## src/rtl/hsiao_code_encoder_pipe.sv

```systemverilog
// rtl/hsiao_code_encoder_pipe.sv - Hsiao (13,8) SEC-DED streaming encoder with 2-entry FIFO and error injection
module hsiao_code_encoder_pipe #(
    parameter int COUNT_W = 16
) (
    input  logic               clk,
    input  logic               rst_n,
    input  logic               in_valid,
    output logic               in_ready,
    input  logic [7:0]         in_data,
    output logic               out_valid,
    input  logic               out_ready,
    output logic [12:0]        out_code,
    input  logic               inj_load,
    input  logic [12:0]        inj_mask,
    output logic               inj_armed,
    output logic [COUNT_W-1:0] code_count
);

    typedef enum logic {
        S_IDLE  = 1'b0,
        S_ARMED = 1'b1
    } inj_state_t;

    inj_state_t         r_state;
    inj_state_t         w_state_nxt;
    logic [12:0]        r_mask;
    logic [12:0]        w_mask_nxt;

    logic [12:0]        r_mem [2];
    logic               r_wr_ptr;
    logic               r_rd_ptr;
    logic [1:0]         r_occ;
    logic [COUNT_W-1:0] r_count;

    logic               w_push;
    logic               w_pop;
    logic [4:0]         w_chk;
    logic [12:0]        w_word;

    assign in_ready   = (r_occ != 2'd2);
    assign out_valid  = (r_occ != 2'd0);
    assign out_code   = out_valid ? r_mem[r_rd_ptr] : 13'd0;
    assign inj_armed  = (r_state == S_ARMED);
    assign code_count = r_count;

    assign w_push = in_valid && in_ready;
    assign w_pop  = out_valid && out_ready;

    assign w_chk[4] = in_data[7] ^ in_data[6] ^ in_data[5] ^ in_data[4];
    assign w_chk[3] = in_data[7] ^ in_data[3] ^ in_data[2] ^ in_data[1];
    assign w_chk[2] = in_data[6] ^ in_data[5] ^ in_data[2] ^ in_data[1] ^ in_data[0];
    assign w_chk[1] = in_data[6] ^ in_data[4] ^ in_data[3] ^ in_data[1] ^ in_data[0];
    assign w_chk[0] = in_data[7] ^ in_data[5] ^ in_data[4] ^ in_data[3] ^ in_data[2] ^ in_data[0];

    // The accepted word sees the mask as it stood before this edge's load.
    assign w_word = {in_data, w_chk} ^ ((r_state == S_ARMED) ? r_mask : 13'd0);

    always_comb begin
        w_state_nxt = r_state;
        w_mask_nxt  = r_mask;
        if (inj_load) begin
            w_state_nxt = S_ARMED;
            w_mask_nxt  = inj_mask;
        end else if (w_push && (r_state == S_ARMED)) begin
            w_state_nxt = S_IDLE;
        end
    end

    always_ff @(posedge clk or negedge rst_n) begin
        if (!rst_n) begin
            r_state <= S_IDLE;
            r_mask  <= 13'd0;
        end else begin
            r_state <= w_state_nxt;
            r_mask  <= w_mask_nxt;
        end
    end

    always_ff @(posedge clk or negedge rst_n) begin
        if (!rst_n) begin
            r_mem[0] <= 13'd0;
            r_mem[1] <= 13'd0;
            r_wr_ptr <= 1'b0;
            r_rd_ptr <= 1'b0;
            r_occ    <= 2'd0;
            r_count  <= '0;
        end else begin
            if (w_push) begin
                r_mem[r_wr_ptr] <= w_word;
                r_wr_ptr        <= ~r_wr_ptr;
            end
            if (w_pop) begin
                r_rd_ptr <= ~r_rd_ptr;
                r_count  <= r_count + 1'b1;
            end
            case ({w_push, w_pop})
                2'b10:   r_occ <= r_occ + 2'd1;
                2'b01:   r_occ <= r_occ - 2'd1;
                default: r_occ <= r_occ;
            endcase
        end
    end

endmodule

```

## config.mk

```make
export PLATFORM = sky130hd
export DESIGN_NAME = hsiao_code_encoder_pipe
export DESIGN_NICKNAME = d
export VERILOG_FILES = /design/src/rtl/hsiao_code_encoder_pipe.sv
export SDC_FILE = /design/constraint.sdc
export NUM_CORES = 1
export LEC_CHECK = 0
export BUFFER_PORTS_ARGS = -buffer_cell sky130_fd_sc_hd__buf_2
export CAP_MARGIN = 20
export CORE_UTILIZATION = 41
export CTS_CLUSTER_DIAMETER = 80
export DETAILED_ROUTE_END_ITERATION = 7
export GPL_ROUTABILITY_DRIVEN = 0
export PLACE_DENSITY = 0.64
export SYNTH_ARGS = -nofsm -noshare
export SYNTH_HDL_FRONTEND = slang
export SYNTH_SLANG_ARGS = --single-unit
```

## constraint.sdc

```tcl
create_clock -name clk -period 2.04 [get_ports clk]
set_input_delay 0.102 -clock clk [delete_from_list [all_inputs] [get_ports clk]]
set_output_delay 0.102 -clock clk [all_outputs]
set_load 0.02 [all_outputs]
```

==> results.cfg, run 1 <==
[outcome]
status = finished, final reports clean

[timing]
slew_viol_final = 0
tightest_slew_ns = 0.735
clock_skew_ns = 0.00768
finalWorstSetupSlack_ns = 0.476
setup_viol = 0
fin_crit_sh = 0.767
fmax_mhz = 639
rsz0062_at_grt = no
finalHoldViolCount = 0
max-slew-margin-rel = 0.510
setup_tns_ns = 0
whs_ns = 0.124
min_period_ns = 1.56

[detailed_routing]
drtIter0Drc = 57
via_per_inst = 4.56
drc_errors = 0
wire_per_inst_um = 12.4
vias = 1952
drt_pass1_iterations = 4
routed_wl_um = 5310
drt.antenna.violating_nets = 0

[pwr]
power_leakage_nw = 1.74
power_mw = 5.05
power_density_nw_per_um2 = 1400
ir_drop_v = 0.000482

[floorplanning]
fp.dieW_um = 85.7
core_area_um2 = 6790
std_cell_rows = 30
ios = 58
die_area_um2 = 7340
die_h_um = 85.7
initial_utilization = 0.422

[clock_network]
cts_tree = yes
clockBufferDepth = 2
cts-htree-levels = 3
cts_setup_buffers = 0
path_clk_slew_ns = 0.06
ctsHoldBuffers = 14
root_buffer = clkbuf_8
clk_latency_ns = 0.33
ctsResizeCount = 0
clock_sinks = 60
cts_inserted_buffers = 9

[worst_setup_path]
critical_path.top_delay_family = flip-flops
cp-start-kind = register
crit_top_cell = nor2_1
reg2reg_slack_ns = 0.49
slowest_stage = dfrtp_1
cp_num_buf_inv = 2
cp_data_required_time_ns = 1.94
crit_type = register to output pin
max_stage_delay_ns = 0.47
crit_path_end_kind = output pin
arrival_ns = 1.46
crit_path_cell_trace = nor2_1, buf_4, nor2_1, buf_2
cp_max_fo = 14

[final_layout]
multi_input_area_um2 = 1290
fill_cells = 607
layout-drive-gt1-share = 0.322
n_antenna_cell = 0
finalNetCount = 357
syn_to_final_growth_pct = 26.0
final-seq-area_um2 = 1500
fin_area_um2 = 3610

[global_routing]
grt_pass1_vias = 1929
antenna_found_initial = 0
grt.total_usage = 0.166
grt.overflow.total = 0
grt_pass1_wl_um = 9180
grt_max_degree = 33

[yosys]
yosysUniqueCellTypes = 28
synth_top_cell_by_area = dfrtp_1
synth_area_um2 = 2870
async_flop_share = 1.00
seq_area_frac_synth = 0.523
ys.warnings.count = 0
avgSynthCellArea_um2 = 11.4
synth_edf_count = 0
yosysTopAreaCellShare = 0.523
ys_ff_latch = 60
syn_nets = 280
synth_area_leaders = dfrtp_1, xnor2_1, mux2_2
synth_top_flop_cell = dfrtp_1
syn_inst = 252

[placed_design]
dp_hpwl_um = 3870
io_buffers = 57
placed_cell_area_um2 = 3270
pre_cts_slack_ns = 0.517

[worst_hold_path]
holdCritPathClass = input pin to register

[flow_run]
cap_viol_max_count = 0
[kinds of logic after synthesis]
family | Yosys count | synth area share
buffers and inverters | 13 | 0.0270
AO/OA/AOI/OAI | 21 | 0.0414
flip-flops | 60 | 0.523
XOR/XNOR | 48 | 0.147
multiplexers | 35 | 0.134
AND/OR/NAND/NOR | 73 | 0.119
adder cells (fa/ha/maj) | 2 | 0.00872
[final cells by class]
class | count | share of cell area
Inverter | 1 | 0.00104
Sequential cell | 60 | 0.415
Clock inverter | 1 | 0.00831
Multi-Input combinational cell | 179 | 0.357
Clock buffer | 13 | 0.0495
Tap cell | 96 | 0.0332
Timing Repair Buffer | 78 | 0.136
[where the power goes]
part           switching, mW  total, mW  leakage (nW)  internal [mW]
registers              0.297       1.88         0.727           1.59
logic                   1.16       2.06         0.903          0.902
clock network          0.425       1.11         0.108          0.684
total                   1.88       5.05          1.74           3.17
[path summary, 6_finish.rpt]
| check | from | endpoint | cells after the start |
|---|---|---|---|
| worst min register to register | code_count[15] | code_count[15] | 1 |
| max in group asynchronous | rst_n | code_count[2] | 3 |
| min in group asynchronous | rst_n | r_mem[22] | 2 |
| worst max-delay path | r_occ[1] | out_code[0] | 4 |
| worst min-delay path | in_valid | r_wr_ptr | 3 |
| worst max register to register | r_occ[0] | r_mem[5] | 5 |
[sequential cells by signal (all words and copies together), names as in the netlist]
name and count:
r_wr_ptr 1, code_count 16, inj_armed 1, r_mask 13
r_rd_ptr 1, r_occ 2, r_mem 26
[cells in the mapped netlist, types with 2 or more instances]
cell type	count
xnor2_1	27
nand4_1	2
mux2_2	20
nor2_1	27
buf_6	3
nand2_1	29
nor3_2	2
nand3_1	5
dfrtp_1	60
buf_2	5
o21ai_0	9
clkbuf_1	4
mux2_4	2
mux2i_1	13
ha_1	2
xor2_1	21
a21oi_1	9
and3_1	2
[through the flow]
| stage | instances | util |
|---|---|---|
| after floorplan | 252 | - |
| after global placement | 400 | 0.481 |
| after detailed placement | 400 | 0.481 |
| after CTS | 428 | 0.532 |
| after global routing | 428 | 0.532 |
| final | 428 | 0.532 |
[placed cells by master (no fill, tap or decap), drive strengths merged, types with 9 or more instances in the layout]
| cell type | n |
|---|---|
| buf | 64 |
| dfrtp | 60 |
| nand2 | 29 |
| nor2 | 27 |
| xnor2 | 27 |
| mux2 | 22 |
| xor2 | 21 |
| dlygate4sd3 | 14 |
| mux2i | 13 |
| clkbuf | 13 |
| a21oi | 9 |
| o21ai | 9 |
[worst reg2reg max path, cell delays in order (launching register included)]
cell,delay (ns)
dfrtp_1,0.46
nand2b_4,0.19
nand3_1,0.33
buf_4,0.31
nand2_1,0.06
o21ai_0,0.08
[per-layer routing]
layer / share of wire / vias up / global-route usage / routed length, µm
met3: 0.038 / 8 / 0.0443 / 202
met2: 0.45 / 42 / 0.245 / 2380
met4: 0.023 / 0 / 0.0864 / 120
li1: - / 993 / - / -
met1: 0.49 / 909 / 0.224 / 2610
met5: 0 / - / 0 / 0
Note: power is estimated with default switching activity, not from simulation.
==> run 2, diff against run 1 <==
Settings changed: ABC_AREA set to 1.
Clock period 2.04 ns to 1.6 ns, I/O delays scaled along.
==> results.cfg, run 2 <==
[placed_design]
place_inst = 607
placed_cell_area_um2 = 3730
dp_hpwl_um = 5450
pre_cts_slack_ns = 0.128
io_buffers = 57

[worst_setup_path]
r2r_start = r_occ[1]
crit_path_cell_trace = inv_1, nand2_4, o21ai_0, a21oi_1, buf_2
rr_endpoint = r_occ[1]
max_stage_delay_ns = 0.41
crit_type = register to output pin
slowest_stage = dfrtp_1
cp-start-kind = register
crit_path_end_kind = output pin
cp_data_required_time_ns = 1.52
cp_max_fo = 10
arrival_ns = 1.45
reg2reg_slack_ns = 0.13
rr_worst_depth = 7

[yosys]
synthTopCellsByCount = nand2_1, dfrtp_1, inv_1
synth_area_um2 = 3300
syn_nets = 480
synth_top_flop_cell = dfrtp_1
synth_area_leaders = dfrtp_1, nand2_1, inv_1
synth_top_cell_by_area = dfrtp_1
async_flop_share = 1.00
ys.warnings.count = 0
syn_inst = 452
yosysUniqueCellTypes = 24
synth_edf_count = 0
yosysTopAreaCellShare = 0.455
yosys.cell_count.top_type = nand2_1
avgSynthCellArea_um2 = 7.31
seq_area_frac_synth = 0.455
ys_ff_latch = 60

[global_routing]
antenna_found_initial = 0
grt_pass1_wl_um = 13200
grt_max_degree = 45
grt_pass1_vias = 2923
grt.overflow.total = 0
grt.total_usage = 0.198

[timing]
fmax_mhz = 655
setup_tns_ns = 0
tightest_slew_ns = 0.519
setup_viol = 0
max-slew-margin-rel = 0.654
finalWorstSetupSlack_ns = 0.0724
min_period_ns = 1.53
fin_crit_sh = 0.955
finalHoldViolCount = 0
slew_viol_final = 0
clock_skew_ns = 0.0117

[pwr]
power_mw = 6.54
internal_power_mw = 3.81
swShare = 0.418
p_switching_mw = 2.73
seq_power_share = 0.363
ir_drop_v = 0.000641
power_density_nw_per_um2 = 1600
power_leakage_nw = 2.23
clkPwrFrac = 0.209
p_comb_frac = 0.427

[clock_network]
cts_inserted_buffers = 9
path_clk_slew_ns = 0.07
root_buffer = clkbuf_8
clockBufferDepth = 2
clk_latency_ns = 0.34
cts_tree = yes
cts-htree-levels = 3
clock_sinks = 60

[worst_hold_path]
holdCritPathClass = input pin to register
min_path_cells = 3
min_to = r_mask[8]
min_from = inj_load

[detailed_routing]
drtIter0Drc = 140
via_per_inst = 4.69
drt.antenna.violating_nets = 0
drc_errors = 0
routed_wl_um = 7520
wire_per_inst_um = 11.8
vias = 2986
drt_pass1_iterations = 4

[final_layout]
finalNetCount = 559
fill_cells = 776
largest_register = r_mem
n_antenna_cell = 0
final_cell_mix = nand2_1, dfrtp_1, buf_2
fin_area_um2 = 4080
layout-drive-gt1-share = 0.184
final_common_cell = nand2_1
syn_to_final_growth_pct = 23.6
largest_reg_flops = 26
finalNonFillerCells = 636

[floorplanning]
std_cell_rows = 32
fp.dieW_um = 91.7
die_area_um2 = 8420
die_h_um = 91.7
ios = 58
initial_utilization = 0.425
core_area_um2 = 7770

[outcome]
status = finished, final reports clean

[flow_run]
cap_viol_max_count = 0
[run 2: worst max-delay path by stage]
stage               startpoint           end  slack [ns]  depth (start not counted)
detailed placement    r_occ[0]      r_occ[1]        0.13                          7
finish                r_occ[1]  out_code[12]        0.07                          5
floorplan             r_occ[0]      r_occ[1]        0.05                          7
global placement      r_occ[0]      r_occ[1]        0.17                          7
CTS                   r_rd_ptr   out_code[9]        0.02                          4
global route          r_occ[1]  out_code[12]      -0.002                          5
[run 2: per-stage QoR]
stage | hold slack [ns] | util
CTS | 0.0727 | 0.524
detailed placement | 0.0508 | 0.481
global route | 0.105 | 0.525
floorplan | -0.216 | -
global placement | 0.0429 | 0.481
finish | 0.0807 | 0.525
[run 2: per-layer routing]
metal	GRT usage	wire length (µm)	share of wire
met4	0.0820	123	0.016
met1	0.255	3580	0.48
met5	0	0	0
met3	0.0315	300	0.040
met2	0.331	3520	0.47
[run 2: cells by family after synthesis]
logic type / Yosys count / synth area share
xor gates and xnor gates: 23 / 0.0610
DFF: 60 / 0.455
adders and majority gates: 2 / 0.00758
buffers and inverters: 52 / 0.0705
AOI/OAI and AO/OA: 39 / 0.0591
and+or+nand+nor: 276 / 0.347
[run 2: power groups by stage]
stage	registers, mW	logic, mW	clock network (mW)
3_3_place_gp	2.38	2.71	0
3_5_place_dp	2.39	2.76	0
5_1_grt	2.45	3.11	1.46
2_1_floorplan	2.38	1.87	0
6_report	2.38	2.79	1.37
4_1_cts	2.38	2.81	1.40
[run 2: timing repair]
item / CTS / global route
endpoints found under the hold margin: 29 / 0
hold buffers: 14 / 0
endpoints found under the setup margin: 7 / 4
buffers inserted: 0 / 1
gates resized for setup: 3 / 1
[run 2: final cells by class]
type	instances	area, µm²	share of cell area
Tap cell	102	128	0.0313
Multi-Input combinational cell	340	1580	0.387
Inverter	40	150	0.0368
Clock buffer	12	155	0.0380
Clock inverter	2	35.0	0.00859
Sequential cell	60	1500	0.369
Timing Repair Buffer	80	531	0.130
[run 2: worst max-delay path, delay by kind of cell, from the launching register on]
family,cells,cell delay (ns)
compound gates,2,0.26
simple gates,1,0.14
buf+inv,2,0.31
flops,1,0.41
==> run 3, diff against run 2 <==
Settings changed: ABC_AREA 1 to unset.
==> results.cfg, run 3 (synthesized netlist as in run 1, its figures left out) <==
[pwr]
swShare = 0.383
seq_power_share = 0.374
ir_drop_v = 0.000632
clkPwrFrac = 0.202
p_comb_frac = 0.424
power_leakage_nw = 1.76
power_mw = 6.48
p_switching_mw = 2.48
internal_power_mw = 4.00
power_density_nw_per_um2 = 1770

[detailed_routing]
drt_pass1_iterations = 4
drc_errors = 0
via_per_inst = 4.61
drtIter0Drc = 80
routed_wl_um = 5510
vias = 1988
wire_per_inst_um = 12.8
drt.antenna.violating_nets = 0

[clock_network]
cts_inserted_buffers = 9
clockBufferDepth = 2
clock_sinks = 60
cts_tree = yes
cts-htree-levels = 3
clk_latency_ns = 0.33
path_clk_slew_ns = 0.06
root_buffer = clkbuf_8

[timing]
clock_skew_ns = 0.0102
max-slew-margin-rel = 0.663
slew_viol_final = 0
tightest_slew_ns = 0.506
whs_ns = 0.118
finalWorstSetupSlack_ns = 0.119
finalHoldViolCount = 0
min_period_ns = 1.48
fmax_mhz = 675
setup_viol = 0
fin_crit_sh = 0.926

[flow_run]
cap_viol_max_count = 0

[worst_setup_path]
slowest_stage = dfrtp_1
crit_type = register to register
cp_num_buf_inv = 1
cp-start-kind = register
crit_path_end_kind = register
path_depth = 4
critical_path.top_delay_family = flip-flops
max_stage_delay_ns = 0.47
cp_data_required_time_ns = 1.80
arrival_ns = 1.68
crit_path_cell_trace = nand2b_4, and3b_1, buf_12, mux2_2
rr_worst_depth = 4
cp_max_fo = 22

[floorplanning]
fp.dieW_um = 85.7
ios = 58
initial_utilization = 0.422
die_h_um = 85.7
die_area_um2 = 7340
core_area_um2 = 6790
std_cell_rows = 30

[global_routing]
grt_pass1_vias = 1946
antenna_found_initial = 0
grt.total_usage = 0.169
grt_pass1_wl_um = 9500
grt.overflow.total = 0
grt_max_degree = 41

[placed_design]
pre_cts_slack_ns = 0.0827
io_buffers = 57
dp_hpwl_um = 3900
place_inst = 402

[final_layout]
largest_reg_flops = 26
final_cell_mix = dfrtp_1, buf_2, nand2_1
final_common_cell = dfrtp_1
largest_register = r_mem
finalNonFillerCells = 431
finalNetCount = 359
layout.core_utilization = 0.538
n_antenna_cell = 0
layout-drive-gt1-share = 0.337
syn_to_final_growth_pct = 27.3
fill_cells = 623

[outcome]
status = finished, final reports clean

[worst_hold_path]
holdCritPathClass = input pin to register
min_path_cells = 3
## run 3: what timing repair did
| action | in CTS | in global routing |
|---|---|---|
| setup buffers | 0 | 0 |
| hold buffers | 14 | 0 |
| endpoints found under the setup margin | 0 | 8 |
| endpoints found under the hold margin | 33 | 0 |
| resized for setup | 0 | 4 |
## run 3: worst paths after layout
kind                                 from        endpoint  slack [ns]
min in group asynchronous           rst_n       r_mem[11]        0.26
max reg2reg                      r_occ[0]       r_mem[15]        0.12
max                              r_occ[0]       r_mem[15]        0.12
min                              in_valid        r_wr_ptr        0.12
max in group asynchronous           rst_n        r_occ[1]        0.75
min reg2reg                code_count[15]  code_count[15]        0.47
## run 3: cell type report
cell class,instances,area (µm²),area share
clock buffer,10,138,0.0377
clock inverter,5,52.6,0.0144
multi-input combinational,179,1300,0.357
inverter,1,3.75,0.00103
sequential,60,1500,0.412
tap,96,120,0.0329
timing repair buffer,80,531,0.145
## run 3: power by group through the flow
stage / clock network, mW / logic [mW] / registers [mW]
after floorplan: 0 / 1.90 / 2.42
after global placement: 0 / 2.70 / 2.42
after detailed placement: 0 / 2.74 / 2.43
after CTS: 1.36 / 2.78 / 2.42
after global routing: 1.43 / 3.04 / 2.50
final: 1.31 / 2.75 / 2.42
## run 3: worst register-to-register path, cell delays in order (launching register included)
cell and delay [ns]:
dfrtp_1 0.47, nand2b_4 0.19, and3b_1 0.21, buf_12 0.17
mux2_2 0.34
## run 3: metrics by stage
stage	setup TNS (ns)	area, µm²
6_report	0	3650
3_5_place_dp	0	3310
3_3_place_gp	0	3310
2_1_floorplan	0	2870
4_1_cts	0	3640
5_1_grt	-0.000482	3650
## run 3: routing by layer
layer / part of all wire / routed length [µm] / vias to the layer above / track usage
li1: - / - / 993 / -
met1: 0.48 / 2640 / 953 / 0.238
met2: 0.47 / 2580 / 38 / 0.250
met3: 0.043 / 235 / 4 / 0.0481
met4: 0.010 / 57 / 0 / 0.0591
met5: 0 / 0 / - / 0
